`src/rtl/hazard_fwd_unit.sv`:
```
// hazard_fwd_unit: pipeline control for the 5-stage RV32I core.
// It forwards E-stage operands from M and W, bypasses write-back data into D,
// and interlocks on load-use (or on any RAW hazard when forwarding is off).
// It holds the pipe while a data-memory access waits on a synchronous SRAM,
// and counts the cycles in which the PC was frozen.
module hazard_fwd_unit #(
  parameter int AW     = 5,
  parameter int FWD_EN = 1,
  parameter int LD_LAT = 1,
  parameter int CNT_W  = 32
) (
  input  logic             clk,
  input  logic             rst_n,

  input  logic [AW-1:0]    rs1_addr_D,
  input  logic [AW-1:0]    rs2_addr_D,
  input  logic             rs1_used_D,
  input  logic             rs2_used_D,

  input  logic [AW-1:0]    rs1_addr_E,
  input  logic [AW-1:0]    rs2_addr_E,

  input  logic [AW-1:0]    rd_addr_E,
  input  logic [AW-1:0]    rd_addr_M,
  input  logic [AW-1:0]    rd_addr_W,
  input  logic             rd_wren_E,
  input  logic             rd_wren_M,
  input  logic             rd_wren_W,

  input  logic             is_load_E,
  input  logic             is_load_M,
  input  logic             mem_req_M,
  input  logic             is_taken_E,

  output logic             pc_enable,
  output logic             IF_ID_enable,
  output logic             ID_EX_enable,
  output logic             EX_ME_enable,
  output logic             ME_WB_enable,

  output logic             IF_ID_flush,
  output logic             ID_EX_flush,
  output logic             EX_ME_flush,
  output logic             ME_WB_flush,

  output logic [1:0]       fwd_a_sel,
  output logic [1:0]       fwd_b_sel,
  output logic             byp_rs1_D,
  output logic             byp_rs2_D,

  output logic             mem_busy,
  output logic [CNT_W-1:0] stall_cycles
);

  // Operand source encodings seen by the E-stage operand muxes.
  localparam logic [1:0] SelRegFile = 2'b00;
  localparam logic [1:0] SelMemAlu  = 2'b01;
  localparam logic [1:0] SelWbData  = 2'b10;

  // A memory op occupies LD_LAT+1 cycles in M: one cycle in IDLE to accept it,
  // LD_LAT-1 countdown cycles in WAIT, and the final release cycle.
  localparam bit         FwdOn   = (FWD_EN != 0);
  localparam bit         LatZero = (LD_LAT == 0);
  localparam int         LatM1   = (LD_LAT > 0) ? (LD_LAT - 1) : 0;
  localparam logic [3:0] CntLoad = LatM1[3:0];

  typedef enum logic {
    MEM_IDLE = 1'b0,
    MEM_WAIT = 1'b1
  } memStateT;

  memStateT         memState_q, memState_d;
  logic [3:0]       memCnt_q, memCnt_d;
  logic [CNT_W-1:0] stall_q, stall_d;

  logic       memBusy;
  logic [1:0] fwdA, fwdB;
  logic       bypRs1, bypRs2;
  logic       rs1HitE, rs2HitE, rs1HitM, rs2HitM;
  logic       dataStall;

  // x0 is hardwired to zero, so a write to it never creates a dependency.
  function automatic logic addrHit(input logic [AW-1:0] src,
                                   input logic [AW-1:0] dst,
                                   input logic          wren);
    return wren && (dst != '0) && (src == dst);
  endfunction

  // E-stage operand selection: the younger M result wins over W; a load in M
  // has no data yet, so its consumer falls through to W or the regfile.
  always_comb begin
    fwdA = SelRegFile;
    fwdB = SelRegFile;
    if (FwdOn) begin
      if (addrHit(rs1_addr_E, rd_addr_M, rd_wren_M) && !is_load_M) begin
        fwdA = SelMemAlu;
      end else if (addrHit(rs1_addr_E, rd_addr_W, rd_wren_W)) begin
        fwdA = SelWbData;
      end
      if (addrHit(rs2_addr_E, rd_addr_M, rd_wren_M) && !is_load_M) begin
        fwdB = SelMemAlu;
      end else if (addrHit(rs2_addr_E, rd_addr_W, rd_wren_W)) begin
        fwdB = SelWbData;
      end
    end
  end

  // D-stage bypass covers the regfile write/read collision in the same cycle;
  // it is needed even when E-stage forwarding is disabled.
  always_comb begin
    bypRs1 = rs1_used_D && addrHit(rs1_addr_D, rd_addr_W, rd_wren_W);
    bypRs2 = rs2_used_D && addrHit(rs2_addr_D, rd_addr_W, rd_wren_W);
  end

  // RAW interlock: with forwarding only a load in E must hold D; without it,
  // any producer still in E or M holds D until it reaches W.
  always_comb begin
    rs1HitE = rs1_used_D && addrHit(rs1_addr_D, rd_addr_E, rd_wren_E);
    rs2HitE = rs2_used_D && addrHit(rs2_addr_D, rd_addr_E, rd_wren_E);
    rs1HitM = rs1_used_D && addrHit(rs1_addr_D, rd_addr_M, rd_wren_M);
    rs2HitM = rs2_used_D && addrHit(rs2_addr_D, rd_addr_M, rd_wren_M);
    if (FwdOn) begin
      dataStall = is_load_E && (rs1HitE || rs2HitE);
    end else begin
      dataStall = rs1HitE || rs2HitE || rs1HitM || rs2HitM;
    end
  end

  // Memory wait FSM state register; reset returns to IDLE even mid-wait.
  always_ff @(posedge clk) begin
    if (rst_n) begin
      memState_q <= MEM_IDLE;
      memCnt_q   <= 4'd0;
    end else begin
      memState_q <= memState_d;
      memCnt_q   <= memCnt_d;
    end
  end

  // Memory wait FSM next state: accept a request in IDLE, count down in WAIT.
  always_comb begin
    memState_d = memState_q;
    memCnt_d   = memCnt_q;
    if (!LatZero) begin
      case (memState_q)
        MEM_IDLE: begin
          if (mem_req_M) begin
            memState_d = MEM_WAIT;
            memCnt_d   = CntLoad;
          end
        end
        MEM_WAIT: begin
          if (memCnt_q != 4'd0) begin
            memCnt_d = memCnt_q - 4'd1;
          end else begin
            memState_d = MEM_IDLE;
          end
        end
        default: begin
          memState_d = MEM_IDLE;
          memCnt_d   = 4'd0;
        end
      endcase
    end
  end

  // Memory wait FSM output: busy on acceptance and until the count runs out,
  // so the op is released in the cycle WAIT sees a zero count.
  always_comb begin
    memBusy = 1'b0;
    case (memState_q)
      MEM_IDLE: memBusy = !LatZero && mem_req_M;
      MEM_WAIT: memBusy = (memCnt_q != 4'd0);
      default:  memBusy = 1'b0;
    endcase
  end

  // Pipeline enables/flushes by priority: reset, memory wait, taken branch,
  // data interlock, free run. A branch seen during a wait is redirected once
  // the wait drops, because E is frozen and still holds it.
  always_comb begin
    pc_enable    = 1'b1;
    IF_ID_enable = 1'b1;
    ID_EX_enable = 1'b1;
    EX_ME_enable = 1'b1;
    ME_WB_enable = 1'b1;
    IF_ID_flush  = 1'b0;
    ID_EX_flush  = 1'b0;
    EX_ME_flush  = 1'b0;
    ME_WB_flush  = 1'b0;
    fwd_a_sel    = fwdA;
    fwd_b_sel    = fwdB;
    byp_rs1_D    = bypRs1;
    byp_rs2_D    = bypRs2;
    mem_busy     = memBusy;
    if (rst_n) begin
      pc_enable   = 1'b0;
      IF_ID_flush = 1'b1;
      ID_EX_flush = 1'b1;
      EX_ME_flush = 1'b1;
      ME_WB_flush = 1'b1;
      fwd_a_sel   = SelRegFile;
      fwd_b_sel   = SelRegFile;
      byp_rs1_D   = 1'b0;
      byp_rs2_D   = 1'b0;
      mem_busy    = 1'b0;
    end else if (memBusy) begin
      pc_enable    = 1'b0;
      IF_ID_enable = 1'b0;
      ID_EX_enable = 1'b0;
      EX_ME_enable = 1'b0;
      ME_WB_flush  = 1'b1;
    end else if (is_taken_E) begin
      IF_ID_flush = 1'b1;
      ID_EX_flush = 1'b1;
    end else if (dataStall) begin
      pc_enable    = 1'b0;
      IF_ID_enable = 1'b0;
      ID_EX_flush  = 1'b1;
    end
  end

  // Stall counter next value: count frozen-PC cycles, stick at all-ones.
  always_comb begin
    stall_d = stall_q;
    if (!pc_enable && (stall_q != '1)) begin
      stall_d = stall_q + CNT_W'(1);
    end
  end

  // Stall counter register.
  always_ff @(posedge clk) begin
    if (rst_n) begin
      stall_q <= '0;
    end else begin
      stall_q <= stall_d;
    end
  end

  assign stall_cycles = stall_q;

endmodule

```
`config.mk`:
```
export PLATFORM = sky130hd
export DESIGN_NAME = hazard_fwd_unit
export DESIGN_NICKNAME = d
export VERILOG_FILES = /design/src/rtl/hazard_fwd_unit.sv
export SDC_FILE = /design/constraint.sdc
export NUM_CORES = 1
export LEC_CHECK = 0
export CORE_MARGIN = 5
export CORE_UTILIZATION = 45
export CTS_BUF_LIST = sky130_fd_sc_hd__clkbuf_16
export DETAILED_ROUTE_END_ITERATION = 8
export PLACE_DENSITY = 0.8
export SLEW_MARGIN = 10
export SYNTH_ARGS = -nofsm -noshare
export SYNTH_HDL_FRONTEND = slang
export SYNTH_SLANG_ARGS = --single-unit
```
`constraint.sdc`:
```
create_clock -name clk -period 3 [get_ports clk]
set_input_delay 0.3 -clock clk [delete_from_list [all_inputs] [get_ports clk]]
set_output_delay 0.3 -clock clk [all_outputs]
set_load 0.03 [all_outputs]
```
Word-level counts from Yosys, hierarchy flattened

Index checks and enable logic that the tools add are counted.

Flip-flop bits (word level): 37
Input port bits: 46
Output and inout bits: 48
Logic and storage cells: 77

Add/subtract/negate cells: 2
Equal/unequal tests: 11
Muxes and demuxes: 33
Bitwise logic cells: 1
Reduce and logical (&&, ||, !) cells: 27

Operators by type and width:

| cell                                                                     | count |
|---|---|
| 5-bit == test                                                            | 8 |
| 32-bit by 1-bit adder with 32-bit output (second input constant)         | 1 |
| 32-bit inequality test (second input constant)                           | 1 |
| 1-bit 2-to-1 mux                                                         | 22 |
| 1-bit logical AND                                                        | 19 |
| 5-bit nonzero test                                                       | 3 |
| 2-bit 2-to-1 mux                                                         | 6 |
| 4-bit 2-to-1 mux                                                         | 2 |
| 4-bit one-hot mux with 2 select lines                                    | 1 |
| 1-bit one-hot mux with 2 select lines                                    | 2 |
| 4-bit nonzero test                                                       | 1 |
| 4-bit by 1-bit subtractor with 4-bit output (second input constant)      | 1 |
| 1-bit zero test                                                          | 2 |
| 2-bit by 1-bit inequality test with 1-bit output (second input constant) | 1 |
| 2-bit inequality test (second input constant)                            | 1 |
| 2-bit AND reduction                                                      | 1 |
| 1-bit logical OR                                                         | 1 |
| 1-bit inverter                                                           | 1 |

Depth between registers and ports, before layout

Depth in word-level cells: 12
Gate-level depth with buffers: 10
Gate-level depth less buffers: 8

Least setup slack after synthesis

No wires, ideal clock.

Path type: register to register
From: register stall_q[8] (netlist: stall_cycles[8])
To: register stall_q[21] (netlist: stall_cycles[21])
Setup time: 0.121 ns
Data arrival time: 2.548 ns
Data required time: 2.879 ns
Setup slack: 0.331 ns
Cell stages (with the launch flop): 9
Buffers on the path: 2
Clock period less this slack: 2.669 ns
Cells stage by stage: dfxtp_1 -> nand4_2 -> or4_4 -> or4_1 -> buf_2 -> nand3_4 -> buf_6 -> nor3_2 -> mux2_4

Word-level cells in the longest chain between the ends: 2
Elaborated cells on any way between the ends: 3
Classes of those cells: add/sub: 1; eq/ne: 1; reduce/logical: 1

RTL lines:

| element                                                                          | line | source |
|---|---|---|
| from (decl)                                                                      | 74   | `logic [CNT_W-1:0] stall_q, stall_d;` |
| from (signal assigned)                                                           | 236  | `stall_q <= stall_d;` |
| branches (longest 2 deep; another with 32-bit by 1-bit adder with 32-bit output) | -    |  |

Parallel ways; which one is timed is not known.
A chain may end at the register's enable or synchronous reset.

Worst setup path in the final report

Same ends and word-level chain as after synthesis.

==> impl_metrics.toml <==
[outcome]
status = "completed"

[critical_path]
worstSetupPathType = "reg -> reg"
worstRegToRegCells = 6
path_max_fanout = 13
critical_path_required_ns = 3.17
cp_num_buf_inv = 0
cpMaxStageDelayCell = "or4_1"
cp-startpoint = "stall_cycles[8]"
crit_path_max_incr_delay_ns = 0.70
family_of_cells_with_the_greatest_summed_delay_on_the_critical_path = "simple AND/OR/NAND/NOR gates"
worst_ep_arrival_time_ns = 2.82
regToRegStartpoint = "stall_cycles[8]"
crit_chain = "nand4_2, or4_4, or4_1, nand3_4, nor3_2, mux2_4"
critical_path.startpoint_type = "flop"
crit_path_end_kind = "flop"
cp.depth = 6

[timing]
clock_skew_ns = 0.00366
slew-limit-headroom = 0.667
timing.hold.ws_ns = 0.505
fin_crit_sh = 0.883
finalSetupTns_ns = 0
slew_viol_final = 0
timing_hold_violations_final = 0
post-route-min-period_ns = 2.65
achievable_clock_frequency_ghz = 0.377
tightest_slew_ns = 0.494
grt_setup_unrepaired = "no"
finalSetupViolCount = 0

[min_path]
min_from = "stall_cycles[5]"
whs_path_depth = 2
timing.hold.worst.class = "reg -> reg"

[placed_design]
placed_cell_area_sq_um = 3550
place.detailed.hpwl_microns = 5790
port_buffers = 92
globalplace.congestion = 0.840

[clock_network]
clk_latency_ns = 0.28
clock_path_buffers = 2
cts_setup_buffers = 0
numCtsBuffers = 5
cts.sinks = 37
tritoncts = "done"
hold_buffers = 0
cts_root_buf = "clkbuf_16"
ctsResizeCount = 0
clkSlewWorstSetupHoldPaths_ns = 0.05
count_of_h_tree_levels_built_during_cts = 2

[die]
initial_core_util = 0.468
ioPinCount = 94
die_y_microns = 86.2
fp.coreArea_sq_um = 5570
die-area_sq_um = 7420
std_cell_rows = 27
die_x_microns = 86.2

[pwr]
leakage_nw = 1.22
power.ir.vdd_worst_v = 0.000231
power_per_cell_area_nw_per_um2 = 341

[yosys]
synthAdderAreaFrac = 0.00959
yosys_cell_types = 43
synthesis.nets = 378
post_synth_inst_count = 330
synth_xor_area_frac = 0.134
synth.ff_latch_count = 37
syn_area_per_cell_sq_um = 7.91
synth_edf_count = 0
synth_warnings = 0
synth-seq-area-share = 0.284
post_synth_and_or_nand_nor_area_fraction = 0.329
postSynth.topFlopCell = "dfxtp_1"
muxShareOfSynthArea = 0.0230
synth_top_family_by_area = "simple AND/OR/NAND/NOR gates"
netlist_area_sq_um = 2610
async_reset_ff_frac = 0
synth_compound_area_frac = 0.160

[detailed_routing]
dr.first_iter.drc_count = 125
detail_route.vias_per_cell = 5.80
via_count = 2797
finalWirelength_microns = 7380
route.detailed.wl_per_inst_microns = 15.3
drt_first_pass_iters = 4
route.detailed.drc = 0
drt.antenna.violating_nets = 0

[final_layout]
most_used_cells_in_the_layout_excluding_fill_and_tap_cells = "clkdlybuf4s50_1 (79), dfxtp_1 (37), a21oi_1 (31)"
final_area_sq_um = 3680
final_core_utilization = 0.661
areaGrowthSynthToFinish_pct = 41.2
num_antenna_cells = 0
commonest_non_fill_non_tap_cell_in_the_layout = "clkdlybuf4s50_1"
num-nets-final = 458
final_layout_size_suffix_gt1_frac = 0.0878

[global_routing]
first_global_vias = 2677
grt_start_max_net_pins = 47
grt_pass1_wl_microns = 12100
grt_overflow_total = 0
antenna_found_initial = 0
groute.usage.overall = 0.199

[flow_run]
drv_cap = 0
==> final timing paths <==
path / end / slack [ns]
max: stall_cycles[21] / 0.35
min: stall_cycles[5] / 0.51
max reg2reg: stall_cycles[21] / 0.35
min reg2reg: stall_cycles[5] / 0.51
==> worst register-to-register path: cells and delay by family, from the launching register on <==
family / cells / cell delay (ns)
DFF: 1 / 0.43
muxes: 1 / 0.29
and+or+nand+nor: 5 / 1.82
==> per-layer routing <==
| layer | up-vias | global-route usage | part of all wire |
|---|---|---|---|
| li1 | 1386 | - | - |
| met1 | 1308 | 0.212 | 0.39 |
| met2 | 94 | 0.360 | 0.50 |
| met3 | 9 | 0.0730 | 0.10 |
| met4 | 0 | 0.0676 | 0.015 |
| met5 | - | 0 | 0 |
==> kinds of logic after synthesis <==
kind of cell             count (synthesis)
multiplexers                             5
adder cells (fa/ha/maj)                  2
other                                    1
buffers and inverters                   34
AO/OA/AOI/OAI                           69
XOR/XNOR                                40
AND/OR/NAND/NOR                        142
flip-flops                              37
==> layout make-up <==
type / count / area, sq um
fill: 500 / 1890
multi-input combinational: 259 / 1740
timing repair buffer: 99 / 953
sequential: 37 / 741
clock buffer: 5 / 125
tap: 72 / 90.1
inverter: 8 / 30.0
clock inverter: 2 / 7.51
==> sequential cells by signal, summed over array words and instances (netlist names) <==
signal,count
memState_q,1
stall_cycles,32
memCnt_q,4
==> stage by stage <==
step | std cells | setup WS (ns) | total power, mW
2_1_floorplan | 330 | 0.331 | 0.661
3_3_place_gp | 475 | 0.352 | 0.782
3_5_place_dp | 475 | 0.332 | 0.788
4_1_cts | 482 | 0.355 | 1.27
5_1_grt | 482 | 0.234 | 1.32
6_report | 482 | 0.350 | 1.25
==> synth_stat cells (4+ instances only) <==
| cell type | n | share of area |
|---|---|---|
| dfxtp_1 | 37 | 0.28 |
| a21oi_1 | 31 | 0.059 |
| xnor2_1 | 30 | 0.10 |
| or4_1 | 23 | 0.066 |
| o31ai_1 | 21 | 0.060 |
| nand4_1 | 17 | 0.041 |
| clkbuf_1 | 16 | 0.023 |
| nand3_1 | 16 | 0.031 |
| nor2_1 | 16 | 0.023 |
| nand2_1 | 14 | 0.020 |
| nor3_1 | 11 | 0.021 |
| o21ai_0 | 10 | 0.019 |
| xor2_1 | 10 | 0.034 |
| inv_1 | 8 | 0.012 |
| and3_1 | 7 | 0.017 |
| nor2b_1 | 7 | 0.017 |
| or3_1 | 7 | 0.017 |
| and4_1 | 4 | 0.013 |
| buf_2 | 4 | 0.0077 |
| buf_4 | 4 | 0.012 |
| mux2_2 | 4 | 0.017 |
| nor4_1 | 4 | 0.0096 |
==> report_power, final <==
group	internal, mW	leakage (nW)	total (mW)	switching (mW)
sequential	0.498	0.299	0.504	0.00652
combinational	0.131	0.855	0.274	0.143
clock	0.296	0.0685	0.477	0.181
total	0.925	1.22	1.25	0.330
Power figures use the tool's default switching activity.
